--- src/rtl/store_commit_controller_pkg.sv ---
// Shared types for the store commit path: store queue indices, commit counts,
// block/physical address paths and the commit FSM phase encoding.
package store_commit_controller_pkg;

    localparam int STORE_QUEUE_ENTRY_NUM           = 16;
    localparam int STORE_QUEUE_ENTRY_NUM_BIT_WIDTH = $clog2(STORE_QUEUE_ENTRY_NUM);
    localparam int COMMIT_WIDTH                    = 2;
    localparam int COMMIT_STORE_COUNT_WIDTH        = $clog2(COMMIT_WIDTH + 1);
    localparam int PHY_ADDR_WIDTH                  = 32;
    localparam int LSQ_BLOCK_WORD_WIDTH            = 2;
    localparam int LSQ_BLOCK_ADDR_WIDTH            = PHY_ADDR_WIDTH - LSQ_BLOCK_WORD_WIDTH;

    typedef logic [STORE_QUEUE_ENTRY_NUM_BIT_WIDTH-1:0] StoreQueueIndexPath;
    typedef logic [STORE_QUEUE_ENTRY_NUM_BIT_WIDTH:0]   StoreCommitCountPath;
    typedef logic [COMMIT_STORE_COUNT_WIDTH-1:0]        CommitStoreCountPath;
    typedef logic [LSQ_BLOCK_ADDR_WIDTH-1:0]            LSQ_BlockAddrPath;
    typedef logic [PHY_ADDR_WIDTH-1:0]                  PhyAddrPath;

    // Write sequencing phase for the entry at the store queue head.
    typedef enum logic [1:0] {
        STORE_COMMIT_IDLE        = 2'd0,
        STORE_COMMIT_ISSUE       = 2'd1,
        STORE_COMMIT_WAIT_RESP   = 2'd2,
        STORE_COMMIT_WAIT_REFILL = 2'd3
    } StoreCommitPhase;

    function automatic PhyAddrPath LSQ_ToFullAddrFromBlockAddr(input LSQ_BlockAddrPath blockAddr);
        return {blockAddr, {LSQ_BLOCK_WORD_WIDTH{1'b0}}};
    endfunction

    // Queue depth need not be a power of two, so wrap explicitly.
    function automatic StoreQueueIndexPath incrementStoreQueueIndex(input StoreQueueIndexPath index);
        if (index == StoreQueueIndexPath'(STORE_QUEUE_ENTRY_NUM - 1))
            return '0;
        else
            return index + StoreQueueIndexPath'(1);
    endfunction

endpackage

--- src/rtl/store_commit_perf_counter.sv ---
// Wrapping 32-bit event counters for the store commit path: hit writes,
// missed writes and cycles spent waiting for a refill.
module store_commit_perf_counter (
    input  logic        clk,
    input  logic        rst,
    input  logic        writeHit,
    input  logic        writeMiss,
    input  logic        refillStall,
    output logic [31:0] perfWriteCount,
    output logic [31:0] perfMissCount,
    output logic [31:0] perfRefillStallCycles
);

    // Count each event class; counters wrap naturally on overflow.
    always_ff @(posedge clk) begin
        if (!rst) begin
            perfWriteCount        <= '0;
            perfMissCount         <= '0;
            perfRefillStallCycles <= '0;
        end else begin
            if (writeHit)    perfWriteCount        <= perfWriteCount + 32'd1;
            if (writeMiss)   perfMissCount         <= perfMissCount + 32'd1;
            if (refillStall) perfRefillStallCycles <= perfRefillStallCycles + 32'd1;
        end
    end

endmodule

--- src/rtl/store_commit_controller.sv ---
// Drains committed store queue entries, oldest first, into the D-cache write
// port: issue, wait for the response, reissue after a refill on a miss, then
// release the entry. Failed store-conditionals are released without a write.
// Optional macro RSD_STORE_COMMIT_PERF_COUNTER_EN adds performance counters.
//
// Handshake: dcWrReq is a valid that stays high with a stable payload until
// the cycle dcWrReady is high; that cycle is the transfer. Exactly one
// dcWrRespValid follows each transfer.
module store_commit_controller
    import store_commit_controller_pkg::*;
(
    input  logic                clk,
    input  logic                rst,
    input  CommitStoreCountPath commitCount,
    output StoreQueueIndexPath  sqReadIndex,
    input  LSQ_BlockAddrPath    sqAddress,
    input  logic [31:0]         sqData,
    input  logic [3:0]          sqByteWE,
    input  logic                sqCondEnabled,
    output logic                dcWrReq,
    input  logic                dcWrReady,
    output PhyAddrPath          dcWrAddr,
    output logic [31:0]         dcWrData,
    output logic [3:0]          dcWrByteWE,
    input  logic                dcWrRespValid,
    input  logic                dcWrMiss,
    input  logic                dcRefillDone,
    output logic                releaseValid,
    output StoreQueueIndexPath  releaseIndex,
    output logic                committedEmpty,
    output StoreCommitPhase     debugPhase
`ifdef RSD_STORE_COMMIT_PERF_COUNTER_EN
    ,
    output logic [31:0]         perfWriteCount,
    output logic [31:0]         perfMissCount,
    output logic [31:0]         perfRefillStallCycles
`endif
);

    StoreCommitPhase     phase;
    StoreQueueIndexPath  headPtr;
    StoreCommitCountPath committedCount;
    logic                pending;
    logic                respHit;
    logic                respMiss;

    // Decode pending work, responses and the release strobe from the current phase.
    always_comb begin
        pending      = (committedCount != '0);
        respHit      = (phase == STORE_COMMIT_WAIT_RESP) && dcWrRespValid && !dcWrMiss;
        respMiss     = (phase == STORE_COMMIT_WAIT_RESP) && dcWrRespValid && dcWrMiss;
        releaseValid = respHit ||
                       ((phase == STORE_COMMIT_IDLE) && pending && !sqCondEnabled);
    end

    assign sqReadIndex    = headPtr;
    assign releaseIndex   = headPtr;
    assign dcWrAddr       = LSQ_ToFullAddrFromBlockAddr(sqAddress);
    assign dcWrData       = sqData;
    assign dcWrByteWE     = sqByteWE;
    assign dcWrReq        = (phase == STORE_COMMIT_ISSUE);
    assign committedEmpty = (committedCount == '0);
    assign debugPhase     = phase;

    // Write sequencing FSM plus head pointer and committed-entry bookkeeping.
    always_ff @(posedge clk) begin
        if (!rst) begin
            phase          <= STORE_COMMIT_IDLE;
            headPtr        <= '0;
            committedCount <= '0;
        end else begin
            committedCount <= committedCount + StoreCommitCountPath'(commitCount)
                                             - StoreCommitCountPath'(releaseValid);
            if (releaseValid)
                headPtr <= incrementStoreQueueIndex(headPtr);
            unique case (phase)
                STORE_COMMIT_IDLE:
                    if (pending && sqCondEnabled) phase <= STORE_COMMIT_ISSUE;
                STORE_COMMIT_ISSUE:
                    if (dcWrReady) phase <= STORE_COMMIT_WAIT_RESP;
                STORE_COMMIT_WAIT_RESP:
                    if (respMiss)     phase <= STORE_COMMIT_WAIT_REFILL;
                    else if (respHit) phase <= STORE_COMMIT_IDLE;
                STORE_COMMIT_WAIT_REFILL:
                    if (dcRefillDone) phase <= STORE_COMMIT_ISSUE;
                default:
                    phase <= STORE_COMMIT_IDLE;
            endcase
        end
    end

    // Committing more stores than the queue holds is an upstream error.
    assert property (@(posedge clk) disable iff (!rst)
        (int'(committedCount) + int'(commitCount)) <= STORE_QUEUE_ENTRY_NUM);

`ifdef RSD_STORE_COMMIT_PERF_COUNTER_EN
    store_commit_perf_counter perfCounter (
        .clk                   (clk),
        .rst                   (rst),
        .writeHit              (respHit),
        .writeMiss             (respMiss),
        .refillStall           (phase == STORE_COMMIT_WAIT_REFILL),
        .perfWriteCount        (perfWriteCount),
        .perfMissCount         (perfMissCount),
        .perfRefillStallCycles (perfRefillStallCycles)
    );
`endif

endmodule

--- config.mk ---
export PLATFORM = sky130hd
export DESIGN_NAME = store_commit_controller
export DESIGN_NICKNAME = d
export VERILOG_FILES = /design/src/rtl/store_commit_controller_pkg.sv /design/src/rtl/store_commit_perf_counter.sv /design/src/rtl/store_commit_controller.sv
export SDC_FILE = /design/constraint.sdc
export NUM_CORES = 1
export LEC_CHECK = 0
export ABC_AREA = 1
export BUFFER_PORTS_ARGS = -buffer_cell sky130_fd_sc_hd__buf_2
export CAP_MARGIN = 20
export CORE_UTILIZATION = 34
export CTS_CLUSTER_SIZE = 40
export DETAILED_ROUTE_END_ITERATION = 8
export PLACE_DENSITY = 0.81
export REMOVE_ABC_BUFFERS = 1
export SETUP_SLACK_MARGIN = 0.1
export SLEW_MARGIN = 10
export SYNTH_ARGS = -nofsm -noshare
export SYNTH_HDL_FRONTEND = slang
export SYNTH_SLANG_ARGS = --single-unit
--- constraint.sdc ---
create_clock -name clk -period 2.4 [get_ports clk]
set_input_delay 0.24 -clock clk [delete_from_list [all_inputs] [get_ports clk]]
set_output_delay 0.24 -clock clk [all_outputs]
set_load 0.005 [all_outputs]
After elaboration in Yosys (flattened, before gate mapping)
Cells that the tools add are included.
{"block": "classes", "add_sub_neg": 3, "multipliers": 0, "div": 0, "n_lt_le_gt_ge": 0, "eq_ne": 8, "shifts": 0, "muxes": 7, "bitwise": 0, "reduce_logical": 13}
{"op": "$mux W2", "count": 5}
{"op": "$pmux W2 S4", "count": 1}
{"op": "$logic_and A1 B1 Y1", "count": 6}
{"op": "$add A5 B2 Y5", "count": 1}
{"op": "$logic_not A5 Y1", "count": 1}
{"op": "$reduce_bool A5 Y1", "count": 1}
{"op": "$sub A5 B1 Y5", "count": 1}
{"op": "$add A4 B1 Y4 const B", "count": 1}
{"op": "$eq A2 B2 Y1 const B", "count": 2}
{"op": "$eq A4 B4 Y1 const B", "count": 1}
{"op": "$mux W4", "count": 1}
{"op": "$ne A2 B1 Y1 const B", "count": 2}
{"op": "$reduce_and A4 Y1", "count": 1}
{"op": "$ne A3 B3 Y1 const B", "count": 1}
{"op": "$eq A2 B1 Y1 const B", "count": 1}
{"op": "$logic_not A1 Y1", "count": 2}
{"op": "$logic_not A2 Y1", "count": 1}
{"op": "$ne A2 B2 Y1 const B", "count": 1}
{"op": "$logic_or A1 B1 Y1", "count": 1}
{"block": "word_totals", "reg_bits": 11, "latch_bits": 0, "ramBits": 0, "mem_bits_ro": 0, "input_bits": 75, "out_inout_bits": 81, "wordCells": 34, "mem_count": 0}

Longest topological paths before layout
{"block": "depth", "word_depth": 6, "depth_mapped": 19, "depth_no_buf": 19}

Worst setup path after synthesis
OpenSTA, ideal clock, no wires.
{"block": "synth_timing", "path_kind": "register to register", "from": "register phase[0], in the netlist debugPhase[0]", "to": "register committedCount[4]", "setup_time_ns": 0.113, "arrival_time_ns": 2.137, "required_ns": 2.287, "slack_ns": 0.150, "stages_incl_launch_ff": 18, "path_buffers": 0, "synth_period_minus_slack_ns": 2.250, "path_cell_list": "dfxtp_1 -> inv_1 -> ha_1 -> nand2_1 -> inv_1 -> nand2_4 -> nand2_4 -> ha_1 -> inv_1 -> ha_1 -> inv_1 -> fa_1 -> inv_1 -> nand2_1 -> nand2_1 -> a21oi_1 -> nor2_1 -> nor2_1"}
{"block": "synth_between", "elab_chain_len": 5, "elab_cells_between_ends": 8, "classes_between": "add/sub: 1; eq/ne: 1; reduce/logical: 6"}
{"item": "start: declaration", "line": "store_commit_controller.sv:40", "rtl": "StoreCommitPhase phase;"}
{"item": "start signal: assignment", "line": "store_commit_controller.sv:68", "rtl": "phase <= STORE_COMMIT_IDLE;"}
{"item": "start signal: assignment", "line": "store_commit_controller.sv:78", "rtl": "if (pending && sqCondEnabled) phase <= STORE_COMMIT_ISSUE;"}
{"item": "start signal: assignment", "line": "store_commit_controller.sv:80", "rtl": "if (dcWrReady) phase <= STORE_COMMIT_WAIT_RESP;"}
{"item": "$eq A2 B2 Y1 or $logic_not A2 Y1 (tied branches)", "line": "store_commit_controller.sv:50, store_commit_controller.sv:53"}
{"item": "$logic_and A1 B1 Y1, on equally long branches (2 in series)", "line": "store_commit_controller.sv:50, store_commit_controller.sv:53"}
{"item": "$logic_or A1 B1 Y1 *", "line": "store_commit_controller.sv:52", "rtl": "releaseValid = respHit ||"}
{"item": "named net releaseValid", "line": "store_commit_controller.sv:28", "rtl": "output logic releaseValid,"}
{"item": "$sub A5 B1 Y5 *", "line": "store_commit_controller.sv:73", "rtl": "- StoreCommitCountPath'(releaseValid);"}
{"item": "end signal: assignment", "line": "store_commit_controller.sv:72", "rtl": "committedCount <= committedCount + StoreCommitCountPath'(commitCount)"}
{"item": "end: declaration", "line": "store_commit_controller.sv:42", "rtl": "StoreCommitCountPath committedCount;"}
Mark *: on every way through the listed nets, which the timed path passes. The rest lies on a longest branch.
A chain may end at the register's enable or synchronous reset.

Worst setup path in the final report
{"block": "layout_timing", "from": "register committedCount[3]", "to": "register committedCount[4]"}
{"block": "layout_between", "elab_chain_len": 5, "elab_cells_between_ends": 6, "classes_between": "add/sub: 2; reduce/logical: 4"}
{"item": "branches (longest 4 deep; another with $add A5 B2 Y5)"}
{"item": "$sub A5 B1 Y5 *", "line": "store_commit_controller.sv:73"}
Every way passes the cells marked *.

==> results.ini <==
[run_status]
outcome = finished, final reports clean

[setup_path]
critical_path_class = reg2reg
crit_buf_inv = 5
cp-startpoint = committedCount[3]$_SDFF_PN0_
crit_slowest_cell = fa_2
cp.arrival_ns = 2.42
cp_common_cell = inv_2
critical_path.top_delay_family = adder cells
reg2reg_slack_ns = 0.16
crit-reg2reg-launch = committedCount[3]$_SDFF_PN0_
end_kind = flip-flop
crit_fanout = 4
cpPeakStageDelay_ns = 0.37
worstPathCellList = inv_2 -> ha_4 -> inv_2 -> nor2_4 -> nand2_2 -> nand2_4 -> nand2_4 -> ha_4 -> inv_4 -> ha_4 -> inv_2 -> fa_2 -> inv_2 -> nand2_2 -> nand2_2 -> a21oi_2 -> nand2_1 -> nand2_1 -> nor2_1
reg2reg_depth = 19
cp-start-kind = flip-flop
cp.required_ns = 2.58
reg2reg_to = committedCount[4]$_SDFF_PN0_

[yosys]
synth-main-ff-cell = dfxtp_1
ys_warn_count = 0
syn_inst = 186
synth-seq-cells = 11
async_flop_share_pct = 0
avgSynthCellArea_um2 = 7.38
synth-edff-count = 0
synthDistinctLibCells = 21
ys_seq_area_share_pct = 16.0
syn-cell-area_um2 = 1370

[grt]
grt_pass1_vias = 855
grt_antenna_before_repair = 0
grtUsageTotal_pct = 33.1
grt_max_degree = 10
grt-ovfl-total = 0
grt_first_pass_wirelength_mm = 8.73

[final_layout]
n_fill_cell = 417
final_nets = 234
area_growth_pct = -16.6
n_antenna_cell = 0
drive_gt1_share_pct = 42.1
fin_util_pct = 30.4
fin_cells = 193
design_area_um2 = 1140

[route]
drc = 0
routed_wl_mm = 7.33
ant_nets = 0
vias_per_cell = 5.13
via_count = 990
drt_iter0_markers = 70
firstDrtPassIters = 4
post_drt_wl_per_cell_um = 38.0

[sta]
worst_slack_ns = 0.159
final.period_utilization_pct = 93.4
layout_min_cycle_time_ns = 2.24
hold_viol = 0
setup_violations = 0
rsz0062_at_grt = yes
fmax_mhz = 446
skew_ns = 0.000184
drv_slew = 0
fin_tns_setup_ns = 0

[die]
die_w_um = 65.5
die_area_um2 = 4290
start_util_pct = 36.4
fp.dieH_um = 65.5
core_um2 = 3770
num_rows = 22
pin_count = 156

[worst_hold_path]
whs_path_depth = 3
hold_end = committedCount[0]$_SDFF_PN0_
hold_path.class = in2reg
min-delay-start = rst

[placement]
dp.cells = 185
gp_congestion = 1.19
place_hpwl_mm = 6.73
portBuffers = 21
placed_area_um2 = 1000
dp_slack_ns = 0.0322

[clocking]
cts_tree = built
insertion_delay_ns = 0.24
cts_buffers = 3
htreeDepth = 1
path_clk_slew_ns = 0.05
cts.sinks = 11
cts_root_buffer = clkbuf_8
clockBufferDepth = 2
hold_buffers = 0

[flow_run]
maxCapViolCount = 0

[pwr]
leakagePower_nw = 0.621
p_per_area_nw_per_um2 = 1330
ir_drop_v = 0.000470

[cell usage in the layout, fill, tap and decap left out, types with 2 or more instances in the layout]
cell and count:
nand2_1 16, nand3_1 9, o21ai_0 2, conb_1 2
ha_1 8, nor2_1 8, dfxtp_1 7, buf_2 21
buf_4 6, o21ai_1 2, xor2_1 2, inv_1 19
nand2_2 5, nor2_2 2, clkbuf_8 3, inv_2 8
dfxtp_2 3, a21oi_1 7, nand2_4 2, ha_4 3
[stage by stage]
stage	power (mW)	hold WS, ns
after floorplan	0.844	0.333
after global placement	1.07	0.480
after detailed placement	1.08	0.480
after CTS	1.31	0.314
after global routing	1.65	0.328
final	1.52	0.308
[per-layer routing]
layer	vias up	GRT usage [%]	wire length [um]
met5	-	1.39	0
met4	0	12.2	357
met1	429	13.9	1190
met2	132	61.9	3790
met3	21	43.6	1990
li1	408	-	-
[repair_timing]
item,in CTS,in global routing
setup buffers,1,3
gates resized for setup,8,18
endpoints found under the setup margin,1,1
pin swaps,2,10
[worst min-delay path, delay by kind of cell]
kind                   cells  cell delay (ns)
buffers and inverters      2             0.19
and+or+nand+nor            1             0.08
[how the worst max path moves through the flow]
stage / to / slack [ns] / cells past startpoint
floorplan: committedCount[4]$_SDFF_PN0_ / 0.15 / 17
global placement: committedCount[4]$_SDFF_PN0_ / 0.12 / 17
detailed placement: committedCount[4]$_SDFF_PN0_ / 0.03 / 18
CTS: committedCount[4]$_SDFF_PN0_ / 0.12 / 19
global route: committedCount[4]$_SDFF_PN0_ / 0.05 / 19
finish: committedCount[4]$_SDFF_PN0_ / 0.16 / 19
[Yosys cell counts, types with 3 or more instances]
master / count / area share (%)
a21oi_1: 8 / 2.9
buf_4: 72 / 39
dfxtp_1: 11 / 16
ha_1: 12 / 11
inv_1: 27 / 7.4
nand2_1: 19 / 5.2
nand3_1: 9 / 3.3
nor2_1: 8 / 2.2
nor2_2: 3 / 1.4
[flip-flops by register name, summed over array words and instances (netlist names)]
register / flops
releaseIndex: 4
debugPhase: 2
committedCount: 5
[power by group]
part / total (mW) / switching, mW / internal (mW)
registers: 0.324 / 0.0623 / 0.262
clock network: 0.192 / 0.0749 / 0.117
logic: 1.01 / 0.553 / 0.455
[cell type report]
type / instances / area [um^2] / area share [%]
Clock buffer: 4 / 45.0 / 3.93
Inverter: 28 / 108 / 9.40
Multi-Input combinational cell: 75 / 554 / 48.4
Sequential cell: 11 / 228 / 19.9
Tap cell: 48 / 60.1 / 5.25
Timing Repair Buffer: 27 / 150 / 13.1
[cell families (layout without fill, tap and decap cells)]
family                   count (synthesis)  in the layout  share of synthesized area, %
AO/OA/AOI/OAI                           14             14                          5.83
XOR/XNOR                                 2              2                          1.28
adder cells (fa/ha/maj)                 13             13                          12.4
buffers and inverters                  101             59                          48.1
flip-flops                              11             11                          16.0
other                                    1              2                         0.273
AND/OR/NAND/NOR                         44             44                          16.0
Power figures use the tool's default switching activity.
